File: config.mk
export PLATFORM = sky130hd
export DESIGN_NAME = player_motion_flat
export DESIGN_NICKNAME = d
export VERILOG_FILES = /design/src/rtl/player_motion_if.sv /design/src/rtl/player_motion.sv /design/src/flat_wrapper.sv
export SDC_FILE = /design/constraint.sdc
export NUM_CORES = 1
export LEC_CHECK = 0
export CORE_MARGIN = 4
export CORE_UTILIZATION = 45
export CTS_CLUSTER_DIAMETER = 50
export DETAILED_ROUTE_END_ITERATION = 8
export GPL_ROUTABILITY_DRIVEN = 0
export GPL_TIMING_DRIVEN = 1
export SYNTH_ARGS = -nofsm -noshare
export SYNTH_HDL_FRONTEND = slang
export SYNTH_SLANG_ARGS = --single-unit
File: constraint.sdc
create_clock -name clk -period 5.56 [get_ports clk]
set_input_delay 0.834 -clock clk [delete_from_list [all_inputs] [get_ports clk]]
set_output_delay 0.834 -clock clk [all_outputs]
set_load 0.05 [all_outputs]
File: src/rtl/player_motion_if.sv
// Signal bundle between player_motion and the top level (buttons, map query, pose outputs).
// Handshake: frame_tick is accepted only while busy=0; busy stays high until commit;
// done pulses for exactly one cycle, in the same cycle the new pose becomes visible.
interface player_motion_if;
  logic        frame_tick;
  logic        move_fwd, move_back, strafe_l, strafe_r, turn_l, turn_r;
  logic [1:0]  map_val;
  logic [3:0]  map_col, map_row;
  logic        busy, done;
  logic [15:0] playerX, playerY;
  logic [15:0] facingX, facingY;
  logic [15:0] vplaneX, vplaneY;
  logic [2:0]  fsm_state;

  modport master (
    output frame_tick, move_fwd, move_back, strafe_l, strafe_r, turn_l, turn_r, map_val,
    input  map_col, map_row, busy, done, playerX, playerY, facingX, facingY,
           vplaneX, vplaneY, fsm_state
  );

  modport slave (
    input  frame_tick, move_fwd, move_back, strafe_l, strafe_r, turn_l, turn_r, map_val,
    output map_col, map_row, busy, done, playerX, playerY, facingX, facingY,
           vplaneX, vplaneY, fsm_state
  );
endinterface

File: src/rtl/player_motion.sv
// Per-frame player pose updater: rotate, move, collide, then commit all six Q6.10 outputs.
// Define PLAYER_COLLISION_EN to check candidate positions against map_rom (CHECK_X/CHECK_Y).
module player_motion #(
  parameter int START_CELL_X = 1,
  parameter int START_CELL_Y = 11,
  parameter int MOVE_SHIFT   = 4,
  parameter int TURN_SHIFT   = 4,
  parameter int COS_SHIFT    = 9
) (
  input logic           clk,
  input logic           reset,
  player_motion_if.slave pm
);

  typedef enum logic [2:0] {
    S_IDLE, S_ROTATE, S_MOVE, S_CHECK_X, S_CHECK_Y, S_COMMIT
  } state_t;

  localparam logic signed [15:0] START_X = 16'(START_CELL_X * 1024 + 512);
  localparam logic signed [15:0] START_Y = 16'(START_CELL_Y * 1024 + 512);

  state_t state, state_nxt;

  logic b_fwd, b_back, b_sl, b_sr, b_tl, b_tr;
  logic signed [15:0] px, py, fx, fy, vx, vy;
  logic signed [15:0] wpx, wpy, wfx, wfy, wvx, wvy;
  logic signed [15:0] dx, dy, cand_x_c, cand_y_c;
  logic done_r;

  // Small-angle rotation; cw=1 turns right with y pointing down-screen.
  function automatic logic signed [15:0] rot_x(input logic signed [15:0] x,
                                               input logic signed [15:0] y,
                                               input logic cw);
    logic signed [15:0] yt;
    yt = y >>> TURN_SHIFT;
    return x - (x >>> COS_SHIFT) - (cw ? yt : -yt);
  endfunction

  function automatic logic signed [15:0] rot_y(input logic signed [15:0] x,
                                               input logic signed [15:0] y,
                                               input logic cw);
    logic signed [15:0] xt;
    xt = x >>> TURN_SHIFT;
    return y - (y >>> COS_SHIFT) + (cw ? xt : -xt);
  endfunction

  function automatic logic signed [15:0] signed_step(input logic signed [15:0] step,
                                                     input logic pos, input logic neg);
    if (pos && !neg) return step;
    if (neg && !pos) return -step;
    return 16'sd0;
  endfunction

  function automatic logic out_of_map(input logic signed [15:0] c);
    return c[15:14] != 2'b00;
  endfunction

  always_comb begin
    dx = signed_step(wfx >>> MOVE_SHIFT, b_fwd, b_back)
       + signed_step(wvx >>> (MOVE_SHIFT - 1), b_sr, b_sl);
    dy = signed_step(wfy >>> MOVE_SHIFT, b_fwd, b_back)
       + signed_step(wvy >>> (MOVE_SHIFT - 1), b_sr, b_sl);
    cand_x_c = wpx + dx;
    cand_y_c = wpy + dy;
  end

  always_ff @(posedge clk or negedge reset) begin
    if (!reset) state <= S_IDLE;
    else        state <= state_nxt;
  end

  always_comb begin
    state_nxt = state;
    case (state)
      S_IDLE:    if (pm.frame_tick) state_nxt = S_ROTATE;
      S_ROTATE:  state_nxt = S_MOVE;
`ifdef PLAYER_COLLISION_EN
      S_MOVE:    state_nxt = S_CHECK_X;
      S_CHECK_X: state_nxt = S_CHECK_Y;
      S_CHECK_Y: state_nxt = S_COMMIT;
`else
      S_MOVE:    state_nxt = S_COMMIT;
`endif
      S_COMMIT:  state_nxt = S_IDLE;
      default:   state_nxt = S_IDLE;
    endcase
  end

`ifdef PLAYER_COLLISION_EN
  logic signed [15:0] cand_x, cand_y;

  always_comb begin
    pm.map_col = 4'd0;
    pm.map_row = 4'd0;
    case (state)
      S_CHECK_X: begin pm.map_col = cand_x[13:10]; pm.map_row = wpy[13:10];    end
      S_CHECK_Y: begin pm.map_col = wpx[13:10];    pm.map_row = cand_y[13:10]; end
      default: ;
    endcase
  end
`else
  logic unused_map;
  assign unused_map = ^pm.map_val;
  assign pm.map_col = 4'd0;
  assign pm.map_row = 4'd0;
`endif

  always_ff @(posedge clk or negedge reset) begin
    if (!reset) begin
      {b_fwd, b_back, b_sl, b_sr, b_tl, b_tr} <= 6'b0;
      px  <= START_X;  py  <= START_Y;
      fx  <= 16'sd0;   fy  <= -16'sd1024;
      vx  <= 16'sd512; vy  <= 16'sd0;
      wpx <= START_X;  wpy <= START_Y;
      wfx <= 16'sd0;   wfy <= -16'sd1024;
      wvx <= 16'sd512; wvy <= 16'sd0;
`ifdef PLAYER_COLLISION_EN
      cand_x <= START_X;
      cand_y <= START_Y;
`endif
      done_r <= 1'b0;
    end else begin
      done_r <= 1'b0;
      case (state)
        S_IDLE: if (pm.frame_tick) begin
          {b_fwd, b_back, b_sl, b_sr, b_tl, b_tr} <=
            {pm.move_fwd, pm.move_back, pm.strafe_l, pm.strafe_r, pm.turn_l, pm.turn_r};
          wpx <= px; wpy <= py;
          wfx <= fx; wfy <= fy;
          wvx <= vx; wvy <= vy;
        end
        // Opposing turn buttons leave both vectors bit-identical (no cos shrink).
        S_ROTATE: if (b_tl != b_tr) begin
          wfx <= rot_x(wfx, wfy, b_tr);
          wfy <= rot_y(wfx, wfy, b_tr);
          wvx <= rot_x(wvx, wvy, b_tr);
          wvy <= rot_y(wvx, wvy, b_tr);
        end
`ifdef PLAYER_COLLISION_EN
        S_MOVE: begin
          cand_x <= cand_x_c;
          cand_y <= cand_y_c;
        end
        S_CHECK_X: if (!out_of_map(cand_x) && pm.map_val == 2'd0) wpx <= cand_x;
        S_CHECK_Y: if (!out_of_map(cand_y) && pm.map_val == 2'd0) wpy <= cand_y;
`else
        S_MOVE: begin
          if (!out_of_map(cand_x_c)) wpx <= cand_x_c;
          if (!out_of_map(cand_y_c)) wpy <= cand_y_c;
        end
`endif
        S_COMMIT: begin
          px <= wpx; py <= wpy;
          fx <= wfx; fy <= wfy;
          vx <= wvx; vy <= wvy;
          done_r <= 1'b1;
        end
        default: ;
      endcase
    end
  end

  assign pm.busy      = (state != S_IDLE);
  assign pm.done      = done_r;
  assign pm.fsm_state = state;
  assign pm.playerX   = px;
  assign pm.playerY   = py;
  assign pm.facingX   = fx;
  assign pm.facingY   = fy;
  assign pm.vplaneX   = vx;
  assign pm.vplaneY   = vy;

endmodule

File: src/flat_wrapper.sv
// flat-port wrapper written by rule: the top's interface ports become plain ports
module player_motion_flat 
#(
  parameter int START_CELL_X = 1,
  parameter int START_CELL_Y = 11,
  parameter int MOVE_SHIFT   = 4,
  parameter int TURN_SHIFT   = 4,
  parameter int COS_SHIFT    = 9
)
  (clk, reset, pm_frame_tick, pm_move_fwd, pm_move_back, pm_strafe_l, pm_strafe_r, pm_turn_l, pm_turn_r, pm_map_val, pm_map_col, pm_map_row, pm_busy, pm_done, pm_playerX, pm_playerY, pm_facingX, pm_facingY, pm_vplaneX, pm_vplaneY, pm_fsm_state);
  player_motion_if pm_i ();
  input logic clk;
  input logic reset;
  input wire logic [$bits(pm_i.frame_tick)-1:0] pm_frame_tick;
  input wire logic [$bits(pm_i.move_fwd)-1:0] pm_move_fwd;
  input wire logic [$bits(pm_i.move_back)-1:0] pm_move_back;
  input wire logic [$bits(pm_i.strafe_l)-1:0] pm_strafe_l;
  input wire logic [$bits(pm_i.strafe_r)-1:0] pm_strafe_r;
  input wire logic [$bits(pm_i.turn_l)-1:0] pm_turn_l;
  input wire logic [$bits(pm_i.turn_r)-1:0] pm_turn_r;
  input wire logic [$bits(pm_i.map_val)-1:0] pm_map_val;
  output wire logic [$bits(pm_i.map_col)-1:0] pm_map_col;
  output wire logic [$bits(pm_i.map_row)-1:0] pm_map_row;
  output wire logic [$bits(pm_i.busy)-1:0] pm_busy;
  output wire logic [$bits(pm_i.done)-1:0] pm_done;
  output wire logic [$bits(pm_i.playerX)-1:0] pm_playerX;
  output wire logic [$bits(pm_i.playerY)-1:0] pm_playerY;
  output wire logic [$bits(pm_i.facingX)-1:0] pm_facingX;
  output wire logic [$bits(pm_i.facingY)-1:0] pm_facingY;
  output wire logic [$bits(pm_i.vplaneX)-1:0] pm_vplaneX;
  output wire logic [$bits(pm_i.vplaneY)-1:0] pm_vplaneY;
  output wire logic [$bits(pm_i.fsm_state)-1:0] pm_fsm_state;
  assign pm_i.frame_tick = pm_frame_tick;
  assign pm_i.move_fwd = pm_move_fwd;
  assign pm_i.move_back = pm_move_back;
  assign pm_i.strafe_l = pm_strafe_l;
  assign pm_i.strafe_r = pm_strafe_r;
  assign pm_i.turn_l = pm_turn_l;
  assign pm_i.turn_r = pm_turn_r;
  assign pm_i.map_val = pm_map_val;
  assign pm_map_col = pm_i.map_col;
  assign pm_map_row = pm_i.map_row;
  assign pm_busy = pm_i.busy;
  assign pm_done = pm_i.done;
  assign pm_playerX = pm_i.playerX;
  assign pm_playerY = pm_i.playerY;
  assign pm_facingX = pm_i.facingX;
  assign pm_facingY = pm_i.facingY;
  assign pm_vplaneX = pm_i.vplaneX;
  assign pm_vplaneY = pm_i.vplaneY;
  assign pm_fsm_state = pm_i.fsm_state;
  player_motion #(.START_CELL_X(START_CELL_X), .START_CELL_Y(START_CELL_Y), .MOVE_SHIFT(MOVE_SHIFT), .TURN_SHIFT(TURN_SHIFT), .COS_SHIFT(COS_SHIFT)) u_core (.clk(clk), .reset(reset), .pm(pm_i));
endmodule
-- Yosys cells after proc, flatten, opt, wreduce, memory -nomap -nowiden
Cells that the tools add are included.
Widths: inputs -> output; s select.
- input bits: 11
- register bits: 202
- logic and storage cells: 111
- equal/unequal tests: 8
- multiplexer cells: 47
- reductions and logical operators: 18
- add/sub/neg operators: 18
- operator list (operator ; count):
    $mux 16 ; 32
    $pmux 16 s2 ; 6
    $add 16x16->16 ; 6
    $neg 12->16 ; 4
    $sub 16x7->16 ; 4
    $neg 13->16 ; 2
    $sub 16x16->16 ; 2
    $pmux 3 s3 ; 1
    $reduce_and 3->1 ; 3
    $reduce_bool 2->1 ; 4
    $mux 1 ; 7
    $ne 2x2->1 const B ; 3
    $logic_and 1x1->1 ; 4
    $logic_not 1->1 ; 4
    $eq 3x1->1 const B ; 1
    $eq 3x2->1 const B ; 1
    $eq 3x3->1 const B ; 1
    $logic_not 3->1 ; 1
    $mux 3 ; 1
    $reduce_bool 3->1 ; 1
    $ne 2x1->1 const B ; 1
    $reduce_and 2->1 ; 1
    $ne 1x1->1 ; 1

-- Logic depth before layout (Yosys ltp)
- word-level depth: 11
- mapped depth: 21
- depth with buffers taken out: 20

-- Worst setup path before layout
No wires, ideal clock.
- path kind: reg2reg
- from: reg u_core.wvx[6]
- to: reg u_core.wpx[12]
- setup slack: 1371 ps
- required time: 5437 ps
- cell stages (with the launch flop): 18
- data arrival time: 4066 ps
- buffers on the path: 1
- library setup time: 123 ps
- cell sequence: dfrtp_1 > or3_2 > nand2b_1 > nor4b_1 > nand3_1 > nand2_1 > a21oi_1 > fa_1 > inv_1 > ha_1 > o21a_1 > o21ai_0 > a31oi_1 > a41o_1 > xnor2_1 > o21ai_4 > buf_6 > o221a_1
- word-level cells in the longest chain between the ends: 9
- elaborated cells on any way between the ends: 12
- RTL lines (what ; RTL line ; source):
    start, declared ; player_motion.sv:26 ; logic signed [15:0] wpx, wpy, wfx, wfy, wvx, wvy;
    start signal, assigned ; player_motion.sv:130 ; wvx <= vx; wvy <= vy;
    start signal, assigned ; player_motion.sv:136 ; wvx <= rot_x(wvx, wvy, b_tr);
    $neg 13->16 or $mux 16 (tied branches) ; player_motion.sv:50, player_motion.sv:49 ;
    $mux 16 ; player_motion.sv:50 ; if (neg && !pos) return -step;
    $mux 16 ; player_motion.sv:51 ; return 16'sd0;
    $mux 16 * ; player_motion.sv:50 ;
    $add 16x16->16 * ; player_motion.sv:60 ; + signed_step(wvx >>> (MOVE_SHIFT - 1), b_sr, b_sl);
    $add 16x16->16 * ; player_motion.sv:63 ; cand_x_c = wpx + dx;
    $reduce_bool 2->1 ; player_motion.sv:55 ; return c[15:14] != 2'b00;
    $ne 2x2->1 (no source line) ; - ;
    $reduce_and 3->1 (no source line) ; - ;
    end signal, assigned ; player_motion.sv:128 ; wpx <= px; wpy <= py;
    end signal, assigned ; player_motion.sv:148 ; if (!out_of_map(cand_x_c)) wpx <= cand_x_c;
    end, declared ; player_motion.sv:26 ;
Mark *: on every way between the ends. The rest lies on a longest branch, timed or not. The select of a mux whose other input is x is not followed.
A chain may end at the register's enable or synchronous reset.

-- Final worst setup path
- from: reg u_core.wvy[7]
- to: reg u_core.wpy[2]
- word-level cells in the longest chain between the ends: 9
- elaborated cells on any way between the ends: 10
- RTL lines (what ; RTL line ; source):
    start, declared ; player_motion.sv:26 ;
    start signal, assigned ; player_motion.sv:130 ;
    start signal, assigned ; player_motion.sv:137 ; wvy <= rot_y(wvx, wvy, b_tr);
    $neg 13->16 or $mux 16 (tied branches) ; player_motion.sv:50, player_motion.sv:49 ;
    $mux 16 ; player_motion.sv:50 ;
    $mux 16 ; player_motion.sv:51 ;
    $mux 16 * ; player_motion.sv:50 ;
    $add 16x16->16 * ; player_motion.sv:62 ; + signed_step(wvy >>> (MOVE_SHIFT - 1), b_sr, b_sl);
    $add 16x16->16 * ; player_motion.sv:64 ; cand_y_c = wpy + dy;
    $reduce_bool 2->1 * ; player_motion.sv:55 ;
    $ne 2x2->1 (no source line) * ; - ;
    $reduce_and 3->1 (no source line) * ; - ;
    end signal, assigned ; player_motion.sv:128 ;
    end signal, assigned ; player_motion.sv:149 ; if (!out_of_map(cand_y_c)) wpy <= cand_y_c;
    end, declared ; player_motion.sv:26 ;
Marked as above.

==> out/results.txt <==
Final period utilization: 0.918
Vias/cell: 5.64
Cell count after synthesis: 2009
First-pass GRT wire length: 81.8 mm
Final-report hold violation count: 0
CTS tree: done
Critical path peak fanout: 9
Setup TNS Final: 0 ns
Footprint of the multi-input gates: 10500 um^2
Drt first pass iters: 6
Initial antenna violation count: 0
Die ar.: 40600 um^2
Setup Fix Bufs, Post-CTS: 0
Wire length on met3: 3.87 mm
Remaining DRCs: 0
Via Count: 14600
Area share of the largest cell type after synthesis: 0.261
CTS root buffer: clkbuf_16
Die width: 202 um
Clk Latency, worst-skew pair: 0.58 ns
Final worst slack: 0.456 ns
Max Cap Violations: 0
Final Setup Violations: 0
# fillers: 3501
Fraction of registers with async set/reset: 1.00
Hold Buf Count CTS: 0
DRT Wirelength: 50.8 mm
Worst min-delay path class: in2async
WS Path Type: reg2reg
Outcome: completed
Synth Flop Type: dfrtp_1
Area Overhead vs Synth: 15.3%
CTS buffer count: 31
Worst Setup Slack post-DPL: 0.551 ns
Slew @ Worst Pin: 0.957 ns
Worst Skew: 0.0131 ns
R2R setup slack: 0.46 ns
Largest cells by area after synthesis: dfrtp_1, fa_1, ha_1
Total GRT Usage: 0.250
CTS max path bufs: 3
Clock-pin slew on the worst setup and hold paths: 0.06 ns
Share of layout cells above drive strength 1: 0.0691
CP bufs+invs: 2
Yosys reg bits: 202
WL per Instance: 19.7 um
Slew margin rel.: 0.362
Synth area leader: dfrtp_1
Count of input and output buffers: 109
Final net count: 2292
# H-tree levels: 1
Tmin final: 5.10 ns
Initial Utilization: 0.458
RSZ-0062 raised after global routing: false
Gr ovfl total: 0
Synth warn: 0
Worst r2r path cells: 16
CP Launch Type: flip-flop
RR Startpoint: u_core.wvy[7]
Largest delay share family, worst path: compound AO/OA/AOI/OAI gates
Required @ worst endpoint: 6.05 ns
Dpl hpwl: 38.3 mm
CP Capture Type: flip-flop
FP Rows: 70
Final Core Density: 0.528
1st-iter DRT viols: 1134
Worst r2r dst: u_core.wpy[2]
Commonest non-fill, non-tap cells in the layout: nand2_1, inv_1, o21ai_0
Ports: 120
Most common cell after layout, fill and taps aside: nand2_1
Slowest-stage cell, CP: dfrtp_1
Core box area: 36800 um^2
Worst path cell trace: nor3_1 > nand3_1 > nor3_1 > a211oi_1 > a21oi_1 > fa_1 > inv_1 > ha_1 > and2_1 > a311oi_1 > o311a_1 > nor2_1 > xnor2_1 > o21a_1 > buf_4 > mux2i_1
WL met1: 24.0 mm
Die H: 202 um
Diodes inserted: 0
Fmax: 196 MHz
CP arrival: 5.60 ns
Number of flops mapped to enable cells by yosys: 0
Largest net degree at the start of global routing: 112
Seq/Total Area, Yosys: 0.302
CP max stage delay: 0.57 ns
Post-CTS Resized: 0
Synthesized cell area: 16900 um^2
Critical Path Most Common Cell: nor3_1
Vias in the first global route: 14300
Uppermost routed layer: met4
Clk sinks: 202
Met2 WL: 21.4 mm
Max Slew Vio Count: 0
Synth unique cells: 81
Routed Antenna Nets: 0
Reg area: 5090 um^2
Syn Area/Cell: 8.39 um^2
[cells in the mapped netlist (4+ instances only)]
master    number
o21a_1        23
o211ai_1       5
nor3b_1        4
o221a_1        7
and4_1         4
a21oi_1      145
a311oi_1       5
buf_4          9
a211oi_1      20
fa_1          92
dfstp_2       26
a31oi_1       20
or3_1         10
o22ai_1        5
buf_6          7
o41ai_1        5
nand2b_1      13
o221ai_1      12
o31a_1         4
and2_1         6
xnor2_1       73
nand3_1       37
or2b_1         5
nor2b_1       24
a21o_1        14
nand4_1        7
inv_1        218
a22oi_1       21
ha_1         100
xor2_1        42
dfrtp_1      176
nand2_1      293
and3_1        11
nor2_1       145
mux2_2         8
clkbuf_1      76
o21ai_0      193
a21boi_0       6
mux2i_1       18
nor3_1        52
o31ai_1        8
[metrics by stage]
stage	cell area (um^2)	std cells	hold WS, ns
after floorplan	16900	2016	0.464
after global placement	18300	2524	0.476
after detailed placement	18300	2524	0.485
after CTS	19400	2581	0.360
after global routing	19400	2581	0.408
final	19400	2581	0.329
[cells by family (layout without fill, tap and decap cells)]
group                    count (synthesis)  after routing  synth area share
AND/OR/NAND/NOR                        635            635             0.171
multiplexers                            29             29            0.0180
XOR/XNOR                               117            117            0.0617
other                                    1              8          0.000223
AO/OA/AOI/OAI                          517            517             0.186
flip-flops                             202            202             0.302
buffers and inverters                  316            413            0.0771
adder cells (fa/ha/maj)                192            192             0.184
[metal layers]
| metal | up-vias | global-route usage |
|---|---|---|
| li1 | 6960 | - |
| met1 | 6954 | 0.376 |
| met2 | 546 | 0.370 |
| met3 | 94 | 0.0432 |
| met4 | 0 | 0.0752 |
| met5 | - | 0 |
[final cells by class]
class	count	area share
well taps	468	0.0301
repair buffers	137	0.0672
clock inverters	23	0.0160
flip-flops and latches	202	0.262
multi-input cells	1498	0.541
inverters	219	0.0423
clock buffers	34	0.0415
[worst register-to-register path, cell delays in order (launching register included)]
cell	delay (ns)
dfrtp_1	0.57
nor3_1	0.48
nand3_1	0.24
nor3_1	0.48
a211oi_1	0.18
a21oi_1	0.34
fa_1	0.47
inv_1	0.07
ha_1	0.26
and2_1	0.19
a311oi_1	0.35
o311a_1	0.24
nor2_1	0.06
xnor2_1	0.18
o21a_1	0.45
buf_4	0.27
mux2i_1	0.21
[how the worst max path moves through the flow]
stage,start,to,slack [ns],cells past startpoint
final,u_core.wvy[7],u_core.wpy[2],0.46,16
after global routing,u_core.wvy[7],u_core.wpy[2],0.14,17
after CTS,u_core.wvy[7],u_core.wpy[2],0.50,16
after detailed placement,u_core.wvy[7],u_core.wpy[2],0.55,16
after global placement,u_core.wvy[7],u_core.wpy[2],0.58,16
after floorplan,u_core.wvx[6],u_core.wpx[12],1.37,17
[registers in the layout, summed over array words and instances (netlist names), 3 cells and up]
name                 count
u_core.pm.vplaneX       16
u_core.pm.facingY       16
u_core.wpx              16
u_core.wfx              16
u_core.pm.facingX       16
u_core.pm.vplaneY       16
u_core.pm.fsm_state      3
u_core.pm.playerY       16
u_core.wfy              16
u_core.pm.playerX       16
u_core.wpy              16
u_core.wvy              16
u_core.wvx              16
Power is left out: the tool's default activity adds up to more than one toggle a clock period on the data nets, which glitch-free logic cannot reach.
